===== config.mk =====
export PLATFORM = sky130hd
export DESIGN_NAME = instr_sequencer
export DESIGN_NICKNAME = d
export VERILOG_FILES = /design/src/rtl/seq_pkg.sv /design/src/rtl/seq_mem_timer.sv /design/src/rtl/instr_sequencer.sv
export SDC_FILE = /design/constraint.sdc
export NUM_CORES = 1
export LEC_CHECK = 0
export CORE_MARGIN = 2
export CORE_UTILIZATION = 44
export DETAILED_ROUTE_END_ITERATION = 8
export PLACE_DENSITY = 0.8
export RECOVER_POWER = 25
export SETUP_SLACK_MARGIN = 0.5
export SYNTH_ARGS = -nofsm -noshare
export SYNTH_HDL_FRONTEND = slang
export SYNTH_SLANG_ARGS = --single-unit
export TNS_END_PERCENT = 50

===== constraint.sdc =====
create_clock -name clk -period 1.8 [get_ports clk]
set_input_delay 0.36 -clock clk [delete_from_list [all_inputs] [get_ports clk]]
set_output_delay 0.36 -clock clk [all_outputs]
set_load 0.02 [all_outputs]

===== src/rtl/seq_pkg.sv =====
// Shared types and constants for the 9-bit ISA fetch/execute sequencer.
// SEQ_SINGLE_STEP_EN adds the STEP_WAIT state to the state enum.
package seq_pkg;

    localparam int unsigned SEQ_PC_W = 10;

    localparam logic [3:0] OP_HALT = 4'hF;
    localparam logic [3:0] OP_JUMP = 4'h8;

    localparam logic [3:0] ALU_BEQ = 4'h9;
    localparam logic [3:0] ALU_BLT = 4'h7;
    localparam logic [3:0] ALU_BGT = 4'h8;

    typedef enum logic [2:0] {
        ST_IDLE,
        ST_FETCH,
        ST_EXEC,
        ST_MEM_WAIT,
        ST_HALT
`ifdef SEQ_SINGLE_STEP_EN
        , ST_STEP_WAIT
`endif
    } seq_state_e;

    function automatic logic is_branch_alu(input logic [3:0] op);
        return (op == ALU_BEQ) || (op == ALU_BLT) || (op == ALU_BGT);
    endfunction

endpackage


===== src/rtl/seq_mem_timer.sv =====
// Data-memory wait timer: cleared on request issue, counts MEM_WAIT cycles,
// saturates at MEM_TO and flags expiry.
module seq_mem_timer #(
    parameter int unsigned MEM_TO = 15
) (
    input  logic clk,
    input  logic reset,
    input  logic clr,
    input  logic en,
    output logic expired
);

    localparam int unsigned CNT_W = $clog2(MEM_TO + 1);

    logic [CNT_W-1:0] cnt_q, cnt_d;
    logic             expired_q, expired_d;

    always_comb begin
        cnt_d = cnt_q;
        if (clr) begin
            cnt_d = '0;
        end else if (en && !expired_q) begin
            cnt_d = cnt_q + CNT_W'(1);
        end
        expired_d = (cnt_d == CNT_W'(MEM_TO));
    end

    always_ff @(posedge clk or posedge reset) begin
        if (reset) begin
            cnt_q     <= '0;
            expired_q <= 1'b0;
        end else begin
            cnt_q     <= cnt_d;
            expired_q <= expired_d;
        end
    end

    assign expired = expired_q;

endmodule


===== src/rtl/instr_sequencer.sv =====
// Multi-cycle fetch/execute controller for the 9-bit ISA: PC, IR, retire and
// branch resolution, data-memory handshake. Optional macro: SEQ_SINGLE_STEP_EN.
module instr_sequencer
    import seq_pkg::*;
#(
    parameter int unsigned PC_W     = SEQ_PC_W,
    parameter int unsigned PROG_LEN = 1024,
    parameter int unsigned MEM_TO   = 15
) (
    input  logic            clk,
    input  logic            reset,
    input  logic            start,
    input  logic [8:0]      instr,
    input  logic            branch_flag,
    input  logic            mem_to_reg,
    input  logic            mem_write,
    input  logic            reg_write,
    input  logic            put_en,
    input  logic [3:0]      alu_op,
    input  logic [7:0]      value,
    input  logic            alu_cond,
    input  logic            dmem_ack,
`ifdef SEQ_SINGLE_STEP_EN
    input  logic            step,
`endif
    output logic [PC_W-1:0] pc,
    output logic [8:0]      ir_q,
    output logic            rf_we,
    output logic            put_we,
    output logic            dmem_req,
    output logic            dmem_we,
    output logic            busy,
    output logic            done,
    output logic            mem_err,
    output logic [15:0]     retired
);

`ifdef SEQ_SINGLE_STEP_EN
    localparam seq_state_e ST_RESUME = ST_STEP_WAIT;
`else
    localparam seq_state_e ST_RESUME = ST_FETCH;
`endif

    seq_state_e       state_q, state_d;
    logic [PC_W-1:0]  pc_q, pc_d;
    logic [8:0]       ir_d;
    logic [7:0]       target_q, target_d;
    logic [15:0]      retired_q, retired_d;
    logic             busy_q, busy_d;
    logic             done_q, done_d;
    logic             mem_err_q, mem_err_d;
    logic             do_retire;
    logic             timer_expired;

    logic is_halt, is_mem, exec_live, taken, last_pc;

    assign is_halt   = !ir_q[0] && (ir_q[4:1] == OP_HALT);
    assign is_mem    = mem_to_reg || mem_write;
    assign exec_live = (state_q == ST_EXEC) && !is_halt;
    assign taken     = branch_flag || (is_branch_alu(alu_op) && alu_cond);
    assign last_pc   = (pc_q == PC_W'(PROG_LEN - 1));

    // Strobes decoded from state and the latched instruction's flags
    assign put_we   = exec_live && put_en;
    assign rf_we    = (exec_live && !put_en && !is_mem && reg_write)
                   || ((state_q == ST_MEM_WAIT) && dmem_ack && mem_to_reg);
    assign dmem_req = (exec_live && !put_en && is_mem) || (state_q == ST_MEM_WAIT);
    assign dmem_we  = dmem_req && mem_write;

    seq_mem_timer #(.MEM_TO(MEM_TO)) u_timer (
        .clk     (clk),
        .reset   (reset),
        .clr     (state_q == ST_EXEC),
        .en      (state_q == ST_MEM_WAIT),
        .expired (timer_expired)
    );

    always_comb begin
        state_d   = state_q;
        pc_d      = pc_q;
        ir_d      = ir_q;
        target_d  = target_q;
        retired_d = retired_q;
        mem_err_d = mem_err_q;
        do_retire = 1'b0;

        unique case (state_q)
            ST_IDLE, ST_HALT: begin
                if (start) begin
                    pc_d      = '0;
                    retired_d = '0;
                    mem_err_d = 1'b0;
                    state_d   = ST_FETCH;
                end
            end
            ST_FETCH: begin
                ir_d    = instr;
                state_d = ST_EXEC;
            end
            ST_EXEC: begin
                if (is_halt) begin
                    state_d = ST_HALT;
                end else if (put_en) begin
                    target_d  = value;
                    do_retire = 1'b1;
                end else if (is_mem) begin
                    state_d = ST_MEM_WAIT;
                end else begin
                    do_retire = 1'b1;
                end
            end
            ST_MEM_WAIT: begin
                if (dmem_ack) begin
                    do_retire = 1'b1;
                end else if (timer_expired) begin
                    mem_err_d = 1'b1;
                    state_d   = ST_HALT;
                end
            end
`ifdef SEQ_SINGLE_STEP_EN
            ST_STEP_WAIT: begin
                if (step) state_d = ST_FETCH;
            end
`endif
            default: state_d = ST_IDLE;
        endcase

        // Retire: count, then resolve the next PC (taken target uses pre-put target_q)
        if (do_retire) begin
            if (retired_q != 16'hFFFF) retired_d = retired_q + 16'd1;
            if (taken) begin
                pc_d    = PC_W'(target_q);
                state_d = ST_RESUME;
            end else if (last_pc) begin
                state_d = ST_HALT;
            end else begin
                pc_d    = pc_q + PC_W'(1);
                state_d = ST_RESUME;
            end
        end

        busy_d = !((state_d == ST_IDLE) || (state_d == ST_HALT));
        done_d = (state_d == ST_HALT);
    end

    always_ff @(posedge clk or posedge reset) begin
        if (reset) begin
            state_q   <= ST_IDLE;
            pc_q      <= '0;
            ir_q      <= '0;
            target_q  <= '0;
            retired_q <= '0;
            busy_q    <= 1'b0;
            done_q    <= 1'b0;
            mem_err_q <= 1'b0;
        end else begin
            state_q   <= state_d;
            pc_q      <= pc_d;
            ir_q      <= ir_d;
            target_q  <= target_d;
            retired_q <= retired_d;
            busy_q    <= busy_d;
            done_q    <= done_d;
            mem_err_q <= mem_err_d;
        end
    end

    assign pc      = pc_q;
    assign retired = retired_q;
    assign busy    = busy_q;
    assign done    = done_q;
    assign mem_err = mem_err_q;

endmodule


# Word level (Yosys, flattened, before mapping)
# Cells that the tools add are included.
# word_totals
ff_bits	54
word_cells	90
# classes
add_sub_neg	3
bitwise	1
n_eq_ne	15
n_mux	30
n_reduce_logical	31
# ops
operator	n
$mux W16	4
$mux W10	5
$mux W3	9
$add A16 B1 Y16 const B	1
$eq A4 B4 Y1 const B	4
$ne A16 B16 Y1 const B	1
$logic_and A1 B1 Y1	12
$pmux W3 S4	1
$add A10 B1 Y10 const B	1
$eq A10 B10 Y1 const B	1
$mux W4	2
$logic_or A1 B1 Y1	7
$mux W1	7
$eq A3 B2 Y1 const B	2
$eq A3 B3 Y1 const B	2
$logic_not A1 Y1	6
$logic_not A3 Y1	2
$ne A2 B2 Y1 const B	3
$add A4 B1 Y4 const B	1
$eq A4 B3 Y1 const B	1
$pmux W1 S2	2
$reduce_and A4 Y1	1
$eq A3 B1 Y1 const B	1
$reduce_and A3 Y1	1
3 further kinds	3

# Longest topological paths before layout
# Gate-level depths: netlist of the first run.
# depth
ltp_word	10
ltp_mapped	7

# Hierarchy
# Synthesis of the first run repeated with hierarchy kept, for this count alone.
# hier_totals
hier_cells	277
area_unflattened_um2	2870.3
# modules_own_cells
mod	seq_area_each_um2	n_inst	area_per_inst_um2	cells_per_inst
instr_sequencer	1226.2	1	2577.5	249
seq_mem_timer	125.1	1	292.8	28

# Worst setup path before layout of the first run
# Ideal clock, no wire load.
# synth_path
kind	register to register
start	register pc_q[0], in the netlist pc[0]
end	register busy_q, in the netlist busy
arrival_ns	1.894
path_stages_with_launch	7
path_buffers	0
synth_period_minus_slack_ns	2.030
slack_ns	-0.230
setup_ns	0.136
cell_sequence	dfrtp_1 ha_1 nand4_1 nor3_1 nand2_1 nand2_1 or3b_2
# synth_via
elab_chain_cells	7
# synth_lines
element	line_no	text
start, declared	instr_sequencer.sv:45	logic [PC_W-1:0] pc_q, pc_d;
start signal, assigned	instr_sequencer.sv:158	pc_q <= pc_d;
$eq A10 B10 Y1 *	instr_sequencer.sv:61	assign last_pc = (pc_q == PC_W'(PROG_LEN - 1));
$mux W3 *	instr_sequencer.sv:134	end else if (last_pc) begin
$mux W3 *	instr_sequencer.sv:131	if (taken) begin
$mux W3 *	instr_sequencer.sv:129	if (do_retire) begin
$eq A3 B3 Y1 / $logic_not A3 Y1 (equally long branches)	instr_sequencer.sv:142	busy_d = !((state_d == ST_IDLE) || (state_d == ST_HALT));
$logic_or A1 B1 Y1 *	instr_sequencer.sv:142	
$logic_not A1 Y1 *	instr_sequencer.sv:142	
via busy_d	instr_sequencer.sv:49	logic busy_q, busy_d;
end signal, assigned	instr_sequencer.sv:162	busy_q <= busy_d;
end, declared	instr_sequencer.sv:49	
# The timed path passes the listed nets; every way through them passes the cells marked *.
# A chain may end at the register's enable or synchronous reset.

# Final worst setup path of the first run
# layout_path
start	register state_q[0]
end	register retired_q[3], in the netlist retired[3]
# layout_via
elab_chain_cells	5
# layout_lines
element	line_no	text
start, declared	instr_sequencer.sv:44	seq_state_e state_q, state_d;
start signal, assigned	instr_sequencer.sv:157	state_q <= state_d;
$eq A3 B3 Y1 / $logic_not A3 Y1 (equally long branches)	instr_sequencer.sv:87	unique case (state_q)
$reduce_or A2 Y1	instr_sequencer.sv:87	
$mux W16	instr_sequencer.sv:87	
$mux W16	instr_sequencer.sv:130	if (retired_q != 16'hFFFF) retired_d = retired_q + 16'd1;
$mux W16 *	instr_sequencer.sv:129	
via retired_d[3]	instr_sequencer.sv:48	logic [15:0] retired_q, retired_d;
end signal, assigned	instr_sequencer.sv:161	retired_q <= retired_d;
end, declared	instr_sequencer.sv:48	
# Marked as above.

==> metrics.txt, run 1 <==
worst path required time 2030 ps; PwrDens about 1400 nW/um^2; minimum clock period approximately 2000 ps; Slew headroom 0.4762; Distinct cells, synth 56; Die Height 85.03 um; design area 5479 sq um; Final Skew 12.74 ps; xor and xnor area share after synthesis 0.03638; RR Startpoint state_q[0]; worst hold path type flop to flop; final period utilization 1.138; async set-reset flop share out of synthesis 1.000; CTS tree built; area leader, netlist dfrtp_1; final core utilization 0.8629; Mapped Nets between 300 and 400; Area Overhead vs Synth 89.65%; CTS root buf clkbuf_8; hold-fix buffers at CTS 0; worst skew pair latency 320 ps; final hold vios 0; Final Slew Violations 0; synthesized area per cell approximately 10 sq um; CTS buffer count 5; dpl cells 484; main flop type after synthesis dfrtp_1; hold wc startpoint ir_q[5]; DR DRC count 0; Synth Register Bits 54; simple-gate area share of the yosys netlist 0.2053; Filler cells 292; failing checks setup timing; Synth Instances 288; main combinational cell family by area after synthesis simple AND/OR/NAND/NOR gates; initial core utilization 0.4550; RSZ-0062 raised after global routing yes; first-pass GRT wire length roughly 16 mm; Global Route Usage Sum 0.2733; placer congestion estimate 0.8736; pre-CTS setup slack -615.3 ps; initial drt markers 250; die width about 85 um; Synth top area share 0.4677; vias per cell 6.248; share of cells above drive strength 1 0.5824; vias in the first global route 3244; Detailed Routing Iterations Pass 1 7; status finished with violations; CP arrival about 2300 ps; clk sinks 54; Worst-path clk slew 100 ps; Worst setup SP type flop; Crit. End Element flop; synthesized cell area 2889 sq um; Post-synth EDFFs 0; fin worst setup slack -249.1 ps; initial antenna violation count 0; FP Rows 29; Nets 488; largest net degree at the start of global routing 55; antenna-violating nets left 0; Fmax achieved 488.0 MHz; Setup CP Type flop to flop; routed length per placed instance approximately 23 um; # diodes 0; CP Launch Point state_q[0]; maximum clock insertion buffer count 2; ranking of synthesized cells by area dfrtp_1 (47%), mux2_2 (6.6%), nand2_1 (4.7%); Congestion Overflow GR 0; IO buf count between 70 and 80; CORE AREA roughly 6300 sq um; crit-path max FO 5; synth warn 0; LEAKAGE 2.410 nW; Routed WL 11.97 mm; DIE AREA approximately 7200 sq um; Slew @ Worst Pin 785.7 ps; Max H-tree Level 2; post-synthesis adder-cell area fraction 0.01299; Finish-stage setup viols 35; io pins 73; Commonest cells post-synth dfrtp_1 (54), nand2_1 (36), nor2_1 (21); cell with the most instances after synthesis dfrtp_1; Compound-Gate Fraction of Synth Area 0.1667; Max IR drop VDD 1.205 mV; Seq/Total Area, Yosys 0.4677; fin cells 532; via count 3324; post-synthesis mux area share 0.08705; DPL Wire Length 5.822 mm; Placed Area 4287 sq um; max_cap viols 0
layer usage:
layer / share of wire / up-vias / wire [um] / track usage
met2: 0.53 / 196 / 6307 / 0.4979
met4: 0.045 / 0 / 536 / 0.1255
li1: - / 1406 / - / -
met1: 0.37 / 1678 / 4386 / 0.3049
met3: 0.062 / 44 / 742 / 0.05447
met5: 0 / - / 0 / 0
critical path, stage by stage (launching register included):
cell and delay, ps:
dfrtp_1 430, nor3b_4 240, buf_4 140, buf_6 110, o211ai_4 120, a21o_4 270, buf_12 140, or3_1 320
a21oi_1 190
kinds of logic after synthesis:
kind of cell / Yosys count
buf+inv: 14
xor+xnor: 12
fa+ha+maj: 3
simple gates: 113
mux: 23
compound gates: 69
flops: 54
registers in the layout (all words and copies together), names as in the netlist:
register and cells:
mem_err 1, u_timer.expired 1, target_q 8, retired 16
done 1, busy 1, ir_q 9, pc 10
state_q 3, u_timer.cnt_q 4
what timing repair did:
item,CTS,global route
setup endpoints to repair,96,95
cloned,1,1
buffers inserted,28,10
pin swaps,35,32
resized for setup,271,110
cell type report:
class,instances,area [sq um],share of cell area
inverters,4,21.27,0.003882
repair buffers,169,1752,0.3197
clock inverters,2,37.54,0.006851
flip-flops and latches,54,1381,0.2521
clock buffers,6,72.57,0.01325
well taps,77,96.34,0.01758
multi-input cells,220,2118,0.3866
power breakdown:
group / internal [mW] / switching (mW)
logic: 2.57 / 2.18
registers: 1.60 / 0.410
clock network: 0.416 / 0.432
total: 4.59 / 3.02
layout by cell type (no fill, tap or decap), types with 5 or more instances in the layout:
cell             count
nand3_1             10
nand2_2              6
nand2_1             23
a21oi_2              5
xnor2_1              9
mux2_4              16
a21oi_1             11
dfrtp_1             30
nand2_4              6
dfrtp_2             24
buf_6               86
buf_4               37
mux2i_1              5
nor2_1              18
o21ai_0              8
clkbuf_8             5
clkdlybuf4s50_1     26
dlymetal6s2s_1       6
nand4_1              8
per-stage QoR:
stage / hold slack, ps / TNS (ps) / total power [mW]
after floorplan: 427.1 / 0 / 3.562
after global placement: 489.0 / -9552 / 4.795
after detailed placement: 494.9 / -11060 / 4.912
after CTS: 482.0 / -2153 / 6.468
after global routing: 536.3 / -5192 / 7.857
final: 529.9 / -3783 / 7.609
final timing paths:
check / endpoint / slack, ps / depth (start not counted)
worst max-delay path: retired[3] / -250 / 8
worst min-delay path: ir_q[5] / 530 / 1
worst max register to register: retired[3] / -250 / 8
worst min register to register: ir_q[5] / 530 / 1
max in group asynchronous: pc[2] / 440 / 3
min in group asynchronous: done / 780 / 3
(Power assumes the default switching activity.)
==> run 2, diff against run 1 <==
- SKIP_CTS_REPAIR_TIMING: not set -> 1
==> metrics.txt, run 2 (synthesis gave the netlist of run 1 again) <==
status finished with violations (unchanged); failing checks setup timing (unchanged); PwrDens 1300 nW/um^2 (was 1389 nW/um^2); DR DRC count 0 (unchanged); Slew @ Worst Pin 749.3 ps (was 785.7 ps); CP arrival 2240 ps (was 2280 ps); CTS buffer count 5 (unchanged); clk sinks 54 (unchanged); Worst setup SP type flop (unchanged); RR Startpoint state_q[2] (was state_q[0]); Die Height 85.03 um (unchanged); Net Sw Frac 0.3819 (was 0.3972); share of cells above drive strength 1 0.4907 (was 0.5824); max reg flops 16 (unchanged); Reg2Reg Depth 6 (was 8); Finish-stage setup viols 17 (was 35); pre-CTS setup slack -615.3 ps (unchanged); Placed Area 4287 sq um (unchanged); Routed WL 8.661 mm (was 11.97 mm); DIE AREA 7230 sq um (unchanged); R2R Setup Slk -210 ps (was -250 ps); Detailed Routing Iterations Pass 1 4 (was 7); design area 4746 sq um (was 5479 sq um); worst skew pair latency 300 ps (was 320 ps); Comb power frac 0.547 (was 0.624); max_cap viols 0 (unchanged); FP Rows 29 (unchanged); # diodes 0 (unchanged); Area Overhead vs Synth 64.27% (was 89.65%); Final Skew 8.952 ps (was 12.74 ps); Congestion Overflow GR 0 (unchanged); Slew headroom 0.5005 (was 0.4762); die width 85.03 um (unchanged); CTS root buf clkbuf_8 (unchanged); LEAKAGE 2.131 nW (was 2.410 nW); worst hold path type flop to flop (unchanged); Nets 461 (was 488); Worst-path clk slew 100 ps (about the same); Sequential Power Share 0.321 (was 0.265); minimum clock period 2011 ps (was 2049 ps); Final TNS setup -2047 ps (was -3783 ps); largest net degree at the start of global routing 55 (unchanged); placer congestion estimate 0.8736 (unchanged); Max IR drop VDD 0.9857 mV (was 1.205 mV); maximum clock insertion buffer count 2 (unchanged); Fmax achieved 497.3 MHz (was 488.0 MHz); Cell Int Power 3.812 mW (was 4.587 mW); CTS tree built (unchanged); IO buf count 72 (unchanged); vias in the first global route 2843 (was 3244); CORE AREA 6350 sq um (unchanged); final hold vios 0 (unchanged); Hold Slack 519.7 ps (was 529.9 ps); DPL Wire Length 5.822 mm (unchanged); Setup CP Type flop to flop (unchanged); Final Slew Violations 0 (unchanged); fin worst setup slack -211.0 ps (was -249.1 ps); P_sw 2.355 mW (was 3.023 mW); Clk pwr share 0.131 (was 0.111); io pins 73 (unchanged); reg-to-reg endpoint retired[5] (was retired[3]); routed length per placed instance 17.15 um (was 22.50 um); initial drt markers 169 (was 250); crit path to retired[5] (was retired[3]); first-pass GRT wire length 12.77 mm (was 15.59 mm); vias per cell 5.824 (was 6.248); Global Route Usage Sum 0.2199 (was 0.2733); commonest non-fill, non-tap cell in the layout buf_4 (was buf_6); fin cells 505 (was 532); Max H-tree Level 2 (unchanged); most frequent cells in the layout buf_4 (52), buf_6 (46), nand2_1 (29), dfrtp_1 (29), dfrtp_2 (25) (was buf_6 (86), buf_4 (37), dfrtp_1 (30), clkdlybuf4s50_1 (26), dfrtp_2 (24)); final period utilization 1.117 (was 1.138); antenna-violating nets left 0 (unchanged); Crit. End Element flop (unchanged); CP Launch Point state_q[2] (was state_q[0]); crit-path max FO 6 (was 5); worst path required time 2030 ps (about the same); initial antenna violation count 0 (unchanged); dpl cells 484 (unchanged); via count 2941 (was 3324); initial core utilization 0.4550 (unchanged); RSZ-0062 raised after global routing yes (unchanged)
-- run 2: routing by layer --
layer	share of wire	up-vias	track usage
li1	-	1354	-
met1	0.39	1455	0.2678
met2	0.54	114	0.3821
met3	0.054	18	0.05058
met4	0.021	0	0.07648
met5	0	-	0
-- run 2: final cells by class --
cell class / count / area (sq um)
Sequential cell: 54 / 1383
Clock buffer: 6 / 72.57
Multi-Input combinational cell: 220 / 1769
Fill cell: 425 / 1604
Inverter: 4 / 21.27
Timing Repair Buffer: 142 / 1366
Tap cell: 77 / 96.34
Clock inverter: 2 / 37.54
-- run 2: worst min path at each step --
stage / to / from / slack [ps] / cells past startpoint
after global routing: ir_q[5] / ir_q[5] / 540 / 1
after detailed placement: ir_q[8] / ir_q[8] / 490 / 1
final: ir_q[8] / ir_q[8] / 520 / 1
after global placement: ir_q[8] / ir_q[8] / 490 / 1
after floorplan: busy / reset / 430 / 1
after CTS: done / reset / 480 / 3
-- run 2: power groups by stage --
stage               Sequential (mW)  Clock [mW]  Combinational, mW
detailed placement             1.96           0               2.96
global route                   2.03       0.892               3.60
floorplan                      2.17           0               1.39
global placement               1.93           0               2.86
CTS                            1.93       0.831               2.98
finish                         1.98       0.810               3.38
-- run 2: worst max-delay path, cell delays in order (launching register included) --
cell and delay (ps):
dfrtp_1 440, nor3b_4 250, buf_4 190, o211ai_4 130, a21o_4 280, or4_4 490, a21oi_2 160
-- run 2: per-stage QoR --
stage          power [mW]  utilization
2_1_floorplan       3.562            -
3_3_place_gp        4.795       0.6751
3_5_place_dp        4.912       0.6751
4_1_cts             5.738       0.6924
5_1_grt             6.513       0.7474
6_report            6.167       0.7474
